### src/rtl/as6s_vp_buffer_pkg.sv
// Shared constants and the prefetch entry layout for the video-pipe buffer FIFO controller.
package as6s_vp_buffer_pkg;

  localparam int VPB_ADDR_WIDTH     = 11;
  localparam int VPB_DATA_WIDTH     = 128;
  localparam int VPB_RD_LATENCY     = 2;
  localparam int VPB_PREFETCH_DEPTH = 4;

  typedef struct packed {
    logic [VPB_DATA_WIDTH-1:0] data;
    logic                      sbit;
    logic                      dbit;
    logic                      fault;
  } vpb_pf_entry_t;

endpackage

### src/rtl/as6s_vp_buffer_pf_fifo.sv
// Register-based prefetch FIFO that absorbs RAM read returns ahead of the consumer.
module as6s_vp_buffer_pf_fifo
  import as6s_vp_buffer_pkg::*;
#(
  parameter int WIDTH = VPB_DATA_WIDTH + 3,
  parameter int DEPTH = VPB_PREFETCH_DEPTH
) (
  input  logic                       clk,
  input  logic                       rst,
  input  logic                       push,
  input  logic [WIDTH-1:0]           din,
  input  logic                       pop,
  output logic [WIDTH-1:0]           dout,
  output logic [$clog2(DEPTH+1)-1:0] count
);

  localparam int CW = $clog2(DEPTH + 1);
  localparam int PW = (DEPTH > 1) ? $clog2(DEPTH) : 1;

  logic [WIDTH-1:0] mem [DEPTH];
  logic [PW-1:0]    head;
  logic [PW-1:0]    tail;

  function automatic logic [PW-1:0] ptr_inc(input logic [PW-1:0] p);
    return (p == PW'(DEPTH - 1)) ? '0 : p + PW'(1);
  endfunction

  always_ff @(posedge clk or posedge rst) begin
    if (rst) begin
      for (int i = 0; i < DEPTH; i++) mem[i] <= '0;
      head  <= '0;
      tail  <= '0;
      count <= '0;
    end else begin
      if (push) begin
        mem[tail] <= din;
        tail      <= ptr_inc(tail);
      end
      if (pop) head <= ptr_inc(head);
      case ({push, pop})
        2'b10:   count <= count + CW'(1);
        2'b01:   count <= count - CW'(1);
        default: ;
      endcase
    end
  end

  assign dout = mem[head];

  // The upstream credit rule must keep these from ever firing.
  overflow_chk:  assert property (@(posedge clk) disable iff (rst) push |-> (count < CW'(DEPTH)));
  underflow_chk: assert property (@(posedge clk) disable iff (rst) pop  |-> (count != '0));

endmodule

### src/rtl/as6s_vp_buffer_fifo_ctrl.sv
// Valid/ready FIFO front-end for the 1R1W ECC buffer RAM: issues RAM commands,
// hides read latency behind a credit-controlled prefetch FIFO, tracks ECC statistics.
module as6s_vp_buffer_fifo_ctrl
  import as6s_vp_buffer_pkg::*;
#(
  parameter int ADDR_WIDTH     = VPB_ADDR_WIDTH,
  parameter int DATA_WIDTH     = VPB_DATA_WIDTH,
  parameter int RD_LATENCY     = VPB_RD_LATENCY,
  parameter int PREFETCH_DEPTH = VPB_PREFETCH_DEPTH
) (
  input  logic                  clk,
  input  logic                  rst,
  input  logic                  wr_valid,
  output logic                  wr_ready,
  input  logic [DATA_WIDTH-1:0] wr_data,
  output logic                  rd_valid,
  input  logic                  rd_ready,
  output logic [DATA_WIDTH-1:0] rd_data,
  output logic                  rd_sbit_err,
  output logic                  rd_dbit_err,
  output logic                  rd_ecc_fault,
  output logic [ADDR_WIDTH-1:0] AA_F,
  output logic                  CSA_F,
  output logic                  WEA_F,
  output logic [DATA_WIDTH-1:0] DA_F,
  output logic [ADDR_WIDTH-1:0] AB_F,
  output logic                  CSB_F,
  output logic                  REB_F,
  input  logic [DATA_WIDTH-1:0] QB_F,
  input  logic                  SINGLE_ERR_B,
  input  logic                  DOUBLE_ERR_B,
  input  logic                  ECC_FAULT_B,
  output logic [ADDR_WIDTH+1:0] fill_level,
  output logic [15:0]           sbit_cnt,
  output logic [15:0]           dbit_cnt,
  output logic                  ecc_fault_sticky,
  input  logic                  stat_clr
);

  localparam int RAM_DEPTH = 1 << ADDR_WIDTH;
  localparam int PF_CW     = $clog2(PREFETCH_DEPTH + 1);
  localparam int IF_CW     = $clog2(RD_LATENCY + 1);
  localparam int CR_W      = $clog2(PREFETCH_DEPTH + RD_LATENCY + 1);
  localparam int FL_W      = ADDR_WIDTH + 2;

  typedef struct packed {
    logic [DATA_WIDTH-1:0] data;
    logic                  sbit;
    logic                  dbit;
    logic                  fault;
  } entry_t;

  logic [ADDR_WIDTH-1:0] wptr;
  logic [ADDR_WIDTH-1:0] rptr;
  logic [ADDR_WIDTH-1:0] aa_q;
  logic [ADDR_WIDTH-1:0] ab_q;
  logic [DATA_WIDTH-1:0] da_q;
  logic [ADDR_WIDTH:0]   ram_cnt;
  logic [RD_LATENCY-1:0] rd_vld_p;
  logic [IF_CW-1:0]      inflight;
  logic [PF_CW-1:0]      pf_cnt;
  logic [CR_W-1:0]       credit_used;
  logic                  wr_fire;
  logic                  rd_issue;
  logic                  pf_push;
  logic                  pop;
  entry_t                pf_din;
  entry_t                pf_dout;

  function automatic logic [15:0] sat_inc16(input logic [15:0] v);
    return (v == 16'hFFFF) ? v : v + 16'd1;
  endfunction

  always_comb begin
    inflight = '0;
    for (int i = 0; i < RD_LATENCY; i++) inflight = inflight + IF_CW'(rd_vld_p[i]);
  end

  // Issue only while every outstanding read is guaranteed a prefetch slot.
  assign credit_used = CR_W'(pf_cnt) + CR_W'(inflight);
  assign wr_ready    = (ram_cnt < (ADDR_WIDTH + 1)'(RAM_DEPTH));
  assign wr_fire     = wr_valid & wr_ready;
  assign rd_issue    = (ram_cnt != '0) && (credit_used < CR_W'(PREFETCH_DEPTH));

  assign CSA_F = wr_fire;
  assign WEA_F = wr_fire;
  assign AA_F  = wr_fire ? wptr : aa_q;
  assign DA_F  = wr_fire ? wr_data : da_q;
  assign CSB_F = rd_issue;
  assign REB_F = rd_issue;
  assign AB_F  = rd_issue ? rptr : ab_q;

  assign fill_level = FL_W'(ram_cnt) + FL_W'(inflight) + FL_W'(pf_cnt);

  // Command stage: pointers, occupancy and the in-flight valid pipeline.
  always_ff @(posedge clk or posedge rst) begin
    if (rst) begin
      wptr     <= '0;
      rptr     <= '0;
      aa_q     <= '0;
      ab_q     <= '0;
      da_q     <= '0;
      ram_cnt  <= '0;
      rd_vld_p <= '0;
    end else begin
      if (wr_fire) begin
        wptr <= wptr + ADDR_WIDTH'(1);
        aa_q <= wptr;
        da_q <= wr_data;
      end
      if (rd_issue) begin
        rptr <= rptr + ADDR_WIDTH'(1);
        ab_q <= rptr;
      end
      case ({wr_fire, rd_issue})
        2'b10:   ram_cnt <= ram_cnt + (ADDR_WIDTH + 1)'(1);
        2'b01:   ram_cnt <= ram_cnt - (ADDR_WIDTH + 1)'(1);
        default: ;
      endcase
      rd_vld_p[0] <= rd_issue;
      for (int i = 1; i < RD_LATENCY; i++) rd_vld_p[i] <= rd_vld_p[i-1];
    end
  end

  // Return stage: the last pipeline tap lines up with QB_F and its ECC flags.
  assign pf_push = rd_vld_p[RD_LATENCY-1];
  assign pf_din  = '{data: QB_F, sbit: SINGLE_ERR_B, dbit: DOUBLE_ERR_B, fault: ECC_FAULT_B};

  as6s_vp_buffer_pf_fifo #(
    .WIDTH (DATA_WIDTH + 3),
    .DEPTH (PREFETCH_DEPTH)
  ) u_pf_fifo (
    .clk   (clk),
    .rst   (rst),
    .push  (pf_push),
    .din   (pf_din),
    .pop   (pop),
    .dout  (pf_dout),
    .count (pf_cnt)
  );

  assign rd_valid     = (pf_cnt != '0);
  assign pop          = rd_valid & rd_ready;
  assign rd_data      = pf_dout.data;
  assign rd_sbit_err  = pf_dout.sbit;
  assign rd_dbit_err  = pf_dout.dbit;
  assign rd_ecc_fault = pf_dout.fault;

  // Pop stage: statistics follow what the consumer actually takes.
  always_ff @(posedge clk or posedge rst) begin
    if (rst) begin
      sbit_cnt         <= '0;
      dbit_cnt         <= '0;
      ecc_fault_sticky <= 1'b0;
    end else if (stat_clr) begin
      sbit_cnt         <= '0;
      dbit_cnt         <= '0;
      ecc_fault_sticky <= 1'b0;
    end else if (pop) begin
      if (rd_sbit_err)  sbit_cnt <= sat_inc16(sbit_cnt);
      if (rd_dbit_err)  dbit_cnt <= sat_inc16(dbit_cnt);
      if (rd_ecc_fault) ecc_fault_sticky <= 1'b1;
    end
  end

endmodule

### config.mk
export PLATFORM = sky130hd
export DESIGN_NAME = as6s_vp_buffer_fifo_ctrl
export DESIGN_NICKNAME = d
export VERILOG_FILES = /design/src/rtl/as6s_vp_buffer_pkg.sv /design/src/rtl/as6s_vp_buffer_pf_fifo.sv /design/src/rtl/as6s_vp_buffer_fifo_ctrl.sv
export SDC_FILE = /design/constraint.sdc
export NUM_CORES = 1
export LEC_CHECK = 0
export ABC_AREA = 1
export BUFFER_PORTS_ARGS = -buffer_cell sky130_fd_sc_hd__buf_2
export CORE_ASPECT_RATIO = 2
export CORE_MARGIN = 2
export CORE_UTILIZATION = 61
export CTS_CLUSTER_SIZE = 16
export DETAILED_ROUTE_END_ITERATION = 16
export MAX_ROUTING_LAYER = met4
export PLACE_DENSITY = 0.84
export SYNTH_ARGS = -nofsm -noshare
export SYNTH_HDL_FRONTEND = slang
export SYNTH_HIERARCHICAL = 1
export SYNTH_SLANG_ARGS = --single-unit
### constraint.sdc
create_clock -name clk -period 31 [get_ports clk]
set_input_delay 4.65 -clock clk [delete_from_list [all_inputs] [get_ports clk]]
set_output_delay 4.65 -clock clk [all_outputs]
set_load 0.1 [all_outputs]
* Yosys cells after proc, flatten, opt, wreduce, memory -nomap -nowiden *
Index checks and enable logic that the tools add are counted.

word-level totals
  flip-flop bits (word level) = 750
  input port bits = 264
  output and inout bits = 333

cells by class
  add/subtract/negate cells = 14
  order comparisons = 5
  equality and inequality tests = 10
  muxes and demuxes = 24
  bitwise gates (word level) = 4
  reduce and logical (&&, ||, !) cells = 13

operators with widths
  cell                   number
  $bwmux 524             1
  $mux 131               3
  $bmux 131 s2           1
  $demux 131 s2          1
  $mux 128               1
  $mux 16                8
  $add 16x1->16 const B  2
  $eq 16x16->1 const B   2
  $pmux 12 s2            1
  $add 11x1->11 const B  2
  $mux 11                2
  $add 12x2->13          1
  $add 13x3->13          1
  $add 12x1->12 const B  1
  $lt 12x12->1 const B   1
  $reduce_bool 12->1     1
  $reduce_bool 2->1      6
  $sub 12x1->12 const B  1
  $eq 2x2->1 const B     4
  $ge 3x3->1 const B     2
  $not 2->3              2
  $pmux 3 s2             1
  $reduce_and 3->1       2
  $add 2x1->2 const B    2
  14 further kinds       21

* Longest topological paths before layout *
Gate-level depths: netlist of run 1.

  word-level depth = 7
  mapped depth = 26
  depth with buffers taken out = 24

* Hierarchy *
The synthesis of run 1 kept the hierarchy.

modules (own cells, without submodules)
  module                    instances  cells an instance  area an instance (sq um)  sequential area each (sq um)
  as6s_vp_buffer_pf_fifo    1          3130               25200.4                   13287.7
  as6s_vp_buffer_fifo_ctrl  1          1270               10248.6                   5480.3

* Worst setup path before layout of run 1 *
OpenSTA, ideal clock, no wires.

  kind = input to output
  start point = input port wr_valid
  end point = output port AA_F[10]
  arrival time = 7.277 ns
  data required time = 26.350 ns
  setup slack = 19.073 ns
  cell stages on the path = 4
  path buffers = 2
  cells stage by stage = nand2_1 -> clkbuf_1 -> clkbuf_1 -> o21ai_0

between the ends
  word-level cells in the longest chain between the ends = 2

RTL lines
  what             RTL line                        RTL
  start, declared  as6s_vp_buffer_fifo_ctrl.sv:13  input logic wr_valid,
  $and 1x1->1      as6s_vp_buffer_fifo_ctrl.sv:82  assign wr_fire = wr_valid & wr_ready;
  $mux 11          n/a
  end, declared    as6s_vp_buffer_fifo_ctrl.sv:22  output logic [ADDR_WIDTH-1:0] AA_F,

Every way passes these cells.

* Worst setup path after layout of run 1 *
  start point = input port wr_valid
  end point = output port DA_F[84]

between the ends
  word-level cells in the longest chain between the ends = 2

RTL lines
  what           RTL line                        RTL
  $and 1x1->1    as6s_vp_buffer_fifo_ctrl.sv:82
  $mux 128       n/a
  end, declared  as6s_vp_buffer_fifo_ctrl.sv:25  output logic [DATA_WIDTH-1:0] DA_F,

Every way passes these cells.

==> results.md, run 1 <==
- Seq cells post-synth: 750
- CTS tree: built
- Vias post-DR: approximately 30000
- Clock latency on the worst-skew pair: around 600 ps
- Number of warnings reported in the yosys synthesis log: 6
- Nature of the critical path endpoint: primary output
- Hold Path Class: reg2reg
- Most repeated cell in the gate-level netlist after synthesis: sky130_fd_sc_hd__nand2_1
- Y dimension of the die: between 300 and 400 microns
- Area of the core: between 50000 and 60000 sq um
- Layout overhead on the synthesized area: 14.3%
- Row count: 125
- Number of instances in the synthesized netlist: 4400
- Pre-CTS setup slack: about 19000 ps
- Most heavily used metal layer in global routing: met2
- DRC Markers: 0
- DRT Wirelength: between 90 and 100 mm
- Quantity of hold-fixing buffers added after cts: 0
- Final count of hold timing violations: 0
- GRT Residual Overflow: 0
- Largest area contributor in the synthesized netlist: sky130_fd_sc_hd__dfrtp_1
- Main area contributors after synthesis: sky130_fd_sc_hd__dfrtp_1 53%, sky130_fd_sc_hd__nand2_1 18%, sky130_fd_sc_hd__inv_1 5.2%
- Worst Path Class, Setup: in2out
- Via density per instance: around 5.4
- Cell area after technology mapping: roughly 35000 sq um
- Number of sinks on the clock net: 750
- Horizontal die dimension: 174 microns
- Fraction of met2 tracks used by global routing: 0.490
- Final HPWL from detailed placement: roughly 62 mm
- Transition time of the tightest slew-check pin: approximately 1100 ps
- Number of H-tree branching levels: 3
- Worst-path fanout max: roughly 120
- Antenna violations before repair: 31
- Setup-failing EPs final: 0
- Maximum number of pins on one net before global-route repair: around 180
- Main synth FF type: sky130_fd_sc_hd__dfrtp_1
- Clock root buffer: sky130_fd_sc_hd__clkbuf_16
- Fin worst setup slack: about 19000 ps
- 1st-pass router iterations: 6
- Post-layout min period: between 10000 and 15000 ps
- Max Clock Skew: about 20 ps
- Share of final-layout standard cells stronger than drive strength 1: 0.174
- Met1 track demand over resource in global routing: 0.410
- Post-route setup TNS: 0 ps
- Routability Congestion: roughly 0.94
- Num CTS Buffers: 69
- Critical Path AT: 7500 ps
- Fraction of synthesized cell area taken by the top area cell type: 0.529
- DRT iter0 DRCs: between 3000 and 4000
- Detailed-route wire length per cell: approximately 17 microns
- Worst Setup Start Kind: input pin
- Sequential fraction of the synthesis area: 0.529
- Input/output buffers: a little under 600
- Total Die Area: 60200 sq um
- Data required, critical path: between 20000 and 30000 ps
- Highest clock frequency the design can meet: ~80 MHz
- Effective utilization at floorplan: 0.614
- IO Pins: approximately 600
- Number of nets in the finished design: between 5000 and 6000
- Mean area per synthesized cell: between 8 and 9 sq um
- Post-CTS setup buffers: 0
- Global-route wire length before repair: 151 mm
- Clock transition at the register clock pins on the worst setup and hold paths after CTS: approximately 60 ps
- Yosys cell types: 38
- Resize count post-CTS: 0
- Post-Synthesis Net Count: 4687
- Max-cap check violation count: 0
- Via count of the first global-routing pass: about 29000
- Number of enable flip-flop cells after synthesis: 0
- Final Cycle Share: 0.392
- Number of nets with antenna violations after detailed routing: 0
- RSZ-0062 raised after global routing: no
- Max_slew headroom: 0.233
- Longest Clk Path Bufs: 3
- Met3 routing resource usage after global routing: 0.0961
- Max-slew violation count: 0
- Post-synthesis async set-or-reset flop share: 1.00
- Post-synth top cells: 1670 x sky130_fd_sc_hd__nand2_1, 750 x sky130_fd_sc_hd__dfrtp_1, 490 x sky130_fd_sc_hd__inv_1
- All-layer global routing usage: 0.320
- Result of the run: completed
## cells by family (layout without fill, tap and decap cells)
| family | Yosys count | in the layout | share of synthesized area |
|---|---|---|---|
| simple gates | 2103 | 2103 | 0.230 |
| flops | 750 | 750 | 0.529 |
| buf+inv | 747 | 1235 | 0.0937 |
| compound gates | 729 | 729 | 0.126 |
| xor+xnor | 48 | 48 | 0.0119 |
| fa+ha+maj | 23 | 23 | 0.00897 |
| other cells | 0 | 38 | 0 |
## worst paths after layout
| path | cells after the start | to | slack (ps) | from |
|---|---|---|---|---|
| hold reg to reg | 0 | rd_vld_p[1] | 400 | rd_vld_p[0] |
| setup reg to reg | 23 | ram_cnt[8] | 26000 | rd_vld_p[1] |
| hold / removal | 0 | rd_vld_p[1] | 400 | rd_vld_p[0] |
| min in group asynchronous | 2 | da_q[126] | 4180 | rst |
| max in group asynchronous | 5 | u_pf_fifo/mem[292] | 23520 | rst |
| setup / recovery | 7 | DA_F[84] | 18850 | wr_valid |
## layer usage
| layer | up-vias | wire [microns] |
|---|---|---|
| met5 | - | 0 |
| met4 | 0 | 2870 |
| met3 | 191 | 9860 |
| met2 | 1312 | 43800 |
| met1 | 14400 | 38200 |
| li1 | 14500 | - |
## state kept, by name, summed over array words and instances, names as in the netlist
register	count
rptr	11
dbit_cnt	16
u_pf_fifo/head	2
ab_q	11
ram_cnt	12
u_pf_fifo/count	3
da_q	128
ecc_fault_sticky	1
aa_q	11
sbit_cnt	16
wptr	11
u_pf_fifo/tail	2
u_pf_fifo/mem	524
rd_vld_p	2
## worst max-delay path, cell delays in order
cell,delay [ps]
sky130_fd_sc_hd__buf_2,100
sky130_fd_sc_hd__nand2_4,420
sky130_fd_sc_hd__inv_4,460
sky130_fd_sc_hd__buf_4,920
sky130_fd_sc_hd__nand2_1,220
sky130_fd_sc_hd__nand2_1,150
sky130_fd_sc_hd__buf_2,440
## cells in the final DEF, fill, tap and decap left out, drive strengths merged, types with 2 or more instances in the layout
cell / count
nand2: 1677
dfrtp: 750
buf: 618
o21ai: 575
inv: 501
nor2: 331
o211ai: 131
clkbuf: 105
nand3: 60
diode: 38
xor2: 35
ha: 19
nor3: 17
xnor2: 13
nand4: 12
o31ai: 10
a21oi: 10
clkinv: 9
fa: 4
nor4: 3
nor3b: 2
clkinvlp: 2
## metrics by stage
step	util	hold slack [ps]	instances	instance area, sq um
after floorplan	-	360	4400	35400
after global placement	0.661	375	5530	38200
after detailed placement	0.661	380	5530	38200
after CTS	0.700	393	5650	40400
after global routing	0.702	414	5681	40500
final	0.702	396	5688	40500
## layout make-up
class	instances	area [sq um]
Antenna cell	38	95.1
Clock buffer	105	2120
Clock inverter	15	128
Fill cell	4403	17200
Inverter	497	1890
Multi-Input combinational cell	2903	13400
Sequential cell	750	18800
Tap cell	762	953
Timing Repair Buffer	618	3150
Power of run 1 is not shown: default switching activity piles up to over one toggle a cycle in this logic, so the estimate is an artifact.
==> inputs of run 2 (changes only) <==
--- a/config.mk
+++ b/config.mk
@@ -5,15 +5,15 @@
 export SDC_FILE = /design/constraint.sdc
 export NUM_CORES = 1
 export LEC_CHECK = 0
-export ABC_AREA = 1
+export ABC_AREA = 0
 export BUFFER_PORTS_ARGS = -buffer_cell sky130_fd_sc_hd__buf_2
 export CORE_ASPECT_RATIO = 2
 export CORE_MARGIN = 2
-export CORE_UTILIZATION = 61
+export CORE_UTILIZATION = 56
 export CTS_CLUSTER_SIZE = 16
 export DETAILED_ROUTE_END_ITERATION = 16
 export MAX_ROUTING_LAYER = met4
-export PLACE_DENSITY = 0.84
+export PLACE_DENSITY = 0.78
 export SYNTH_ARGS = -nofsm -noshare
 export SYNTH_HDL_FRONTEND = slang
 export SYNTH_HIERARCHICAL = 1
==> constraint.sdc (replaced) <==
create_clock -name clk -period 11.7 [get_ports clk]
set_input_delay 1.755 -clock clk [delete_from_list [all_inputs] [get_ports clk]]
set_output_delay 1.755 -clock clk [all_outputs]
set_load 0.1 [all_outputs]
==> run 2 against run 1 <==
Compared with the run above:
- flip-flop and latch count unchanged
- final area decreased by 5.3%
- critical path depth unchanged
- first-iteration DRC count decreased by 54%
- area after synthesis decreased by 7.6%
- critical path type unchanged
- highest routed layer unchanged
==> results.md, run 2 <==
- Routability Congestion: around 0.93
- Worst-path fanout max: 102
- Startpoint of the tightest hold check path: rd_vld_p[0]
- Post-synthesis async set-or-reset flop share: 1.00
- Number of nets in the finished design: 3172
- Most repeated cell in the gate-level netlist after synthesis: sky130_fd_sc_hd__dfrtp_1
- Largest area contributor in the synthesized netlist: sky130_fd_sc_hd__dfrtp_1
- Clock latency on the worst-skew pair: about 590 ps
- 1st-pass router iterations: 5
- Antenna violations before repair: between 40 and 50
- Main synth FF type: sky130_fd_sc_hd__dfrtp_1
- Input/output buffers: between 500 and 600
- Clock transition at the register clock pins on the worst setup and hold paths after CTS: 60 ps
- Clock root buffer: sky130_fd_sc_hd__clkbuf_16
- GRT Residual Overflow: 0
- Area of the core: ~58000 sq um
- Worst Setup Start Kind: input pin
- Number of warnings reported in the yosys synthesis log: 6
- Result of the run: completed
- DRT Wirelength: approximately 83 mm
- Main area contributors after synthesis: sky130_fd_sc_hd__dfrtp_1 57%, sky130_fd_sc_hd__mux2_2 18%, sky130_fd_sc_hd__mux4_2 9.0%
- Crit path buf inv count: 4
- Layout overhead on the synthesized area: 17.2%
- IO Pins: roughly 600
- Hold Path Class: reg2reg
- Number of nets with antenna violations after detailed routing: 0
- Fin worst setup slack: roughly 5700 ps
- Cell type of the slowest stage on the worst timing path: sky130_fd_sc_hd__buf_4
- Yosys cell types: 61
- Max-cap check violation count: 0
- Sequential fraction of the synthesis area: 0.573
- Y dimension of the die: 346 microns
- Number of sinks on the clock net: between 700 and 800
- Commonest cells after routing, fill and taps aside: 748 x sky130_fd_sc_hd__dfrtp_1, 596 x sky130_fd_sc_hd__buf_2, 533 x sky130_fd_sc_hd__mux2_2
- Total Die Area: between 60000 and 70000 sq um
- Final Instance Count excl. Fillers: around 3700
- Via density per instance: approximately 5.7
- Resize count post-CTS: 0
- Post-route setup TNS: 0 ps
- Setup-failing EPs final: 0
- Final count of hold timing violations: 0
- Largest stage delay on the critical path: 830 ps
- Share of final-layout standard cells stronger than drive strength 1: 0.481
- Max FFs per register: around 520
- Num CTS Buffers: 67
- Maximum number of pins on one net before global-route repair: approximately 210
- Number of instances in the synthesized netlist: about 2300
- Longest Clk Path Bufs: 3
- Final HPWL from detailed placement: roughly 57 mm
- Number of enable flip-flop cells after synthesis: 0
- Cell area after technology mapping: around 33000 sq um
- Via count of the first global-routing pass: about 23000
- Post-CTS setup buffers: 0
- Post-Synthesis Net Count: between 2000 and 3000
- Final core occ: 0.661
- Leading cell type in the layout, fill and taps excluded: sky130_fd_sc_hd__dfrtp_1
- # placed instances: between 3000 and 4000
- Transition time of the tightest slew-check pin: around 1100 ps
- Vias post-DR: 21300
- Register with the most flip-flops: u_pf_fifo/mem
- Number of H-tree branching levels: 3
- Data required, critical path: just under 10000 ps
- Global-route wire length before repair: about 130 mm
- Row count: around 130
- Detailed-route wire length per cell: about 22 microns
- Leading registers by flop count: u_pf_fifo/mem (524), da_q (128)
- DRC Markers: 0
- Highest clock frequency the design can meet: approximately 170 MHz
- Max_slew headroom: 0.245
- Final Cycle Share: 0.514
- Critical Path AT: around 4300 ps
- Worst reg2reg startpoint: rd_vld_p[1]
- RSZ-0062 raised after global routing: no
- DRT iter0 DRCs: 1402
- Nature of the critical path endpoint: primary output
- All-layer global routing usage: 0.285
- Post-layout min period: between 6000 and 7000 ps
- Fraction of synthesized cell area taken by the top area cell type: 0.573
- Seq cells post-synth: 750
- Crit path cell chain: buf_2, nand2_4, inv_4, buf_4, nand2_1, nand2_1, buf_2
- Cell class contributing the biggest share of worst-path delay: buffers and inverters
- Max Clock Skew: 14.0 ps
- CTS tree: built
- Pre-CTS setup slack: approximately 5800 ps
- Start point of the critical path: wr_valid
- Horizontal die dimension: approximately 170 microns
- Worst Path Class, Setup: in2out
- Max-slew violation count: 0
- Quantity of hold-fixing buffers added after cts: 0
- Effective utilization at floorplan: 0.564
- Post-synth top cells: 750 x sky130_fd_sc_hd__dfrtp_1, 533 x sky130_fd_sc_hd__mux2_2, 457 x sky130_fd_sc_hd__nand2_1
- Mean area per synthesized cell: about 14 sq um
[run 2: cell count changes after synthesis, moves of 41 or more]
cell / delta
sky130_fd_sc_hd__buf_2: -59
sky130_fd_sc_hd__inv_1: -474
sky130_fd_sc_hd__mux2_2: +533
sky130_fd_sc_hd__mux4_2: +131
sky130_fd_sc_hd__nand2_1: -1213
sky130_fd_sc_hd__nand3_1: -44
sky130_fd_sc_hd__nor2_1: -271
sky130_fd_sc_hd__o211ai_1: -41
sky130_fd_sc_hd__o211ai_2: -88
sky130_fd_sc_hd__o21ai_0: -327
sky130_fd_sc_hd__o21ai_1: -219
[run 2: through the flow]
stage / hold WS (ps) / cell area, sq um
final: 387 / 38400
after global routing: 395 / 38400
after CTS: 391 / 38300
after detailed placement: 369 / 36000
after global placement: 370 / 36000
after floorplan: 360 / 32700
[run 2: logic make-up (layout without fill, tap and decap cells)]
logic type / Yosys count / count (layout) / share of synthesized area
flops: 750 / 750 / 0.573
mux: 673 / 673 / 0.277
simple gates: 596 / 596 / 0.0757
buf+inv: 157 / 750 / 0.0306
compound gates: 74 / 74 / 0.0148
xor+xnor: 70 / 70 / 0.0187
fa+ha+maj: 23 / 23 / 0.00971
other cells: 0 / 46 / 0
[run 2: worst reg2reg max path: cells and delay by family, from the launching register on]
kind            cells  cell delay [ps]
xor+xnor            3              390
buf+inv             2              600
fa+ha+maj           4             1040
flops               1              860
compound gates      4              830
simple gates        2              450
[run 2: worst paths after layout]
check / to / slack (ps) / cells past startpoint
setup reg to reg: ram_cnt[8] / 7460 / 15
min in group asynchronous: u_pf_fifo/mem[515] / 1190 / 2
hold / removal: rd_vld_p[1] / 390 / 0
setup / recovery: DA_F[65] / 5680 / 7
hold reg to reg: rd_vld_p[1] / 390 / 0
max in group asynchronous: u_pf_fifo/mem[199] / 8290 / 4
[run 2: final cells by class]
| class | count | area (sq um) |
|---|---|---|
| repair buffers | 613 | 3140 |
| well taps | 762 | 953 |
| clock buffers | 94 | 1950 |
| multi-input cells | 1436 | 13000 |
| fillers | 4255 | 19700 |
| flip-flops and latches | 750 | 18800 |
| inverters | 17 | 77.6 |
| clock inverters | 26 | 328 |
| diodes | 46 | 115 |
[run 2: metal layers]
layer	vias to the layer above	wire, microns	global-route usage
met5	-	0	-
met4	0	4330	0.155
met3	191	6080	0.0650
met2	788	42300	0.472
met1	10900	30200	0.319
li1	9367	-	-
Power of run 2 is left out for the same reason.
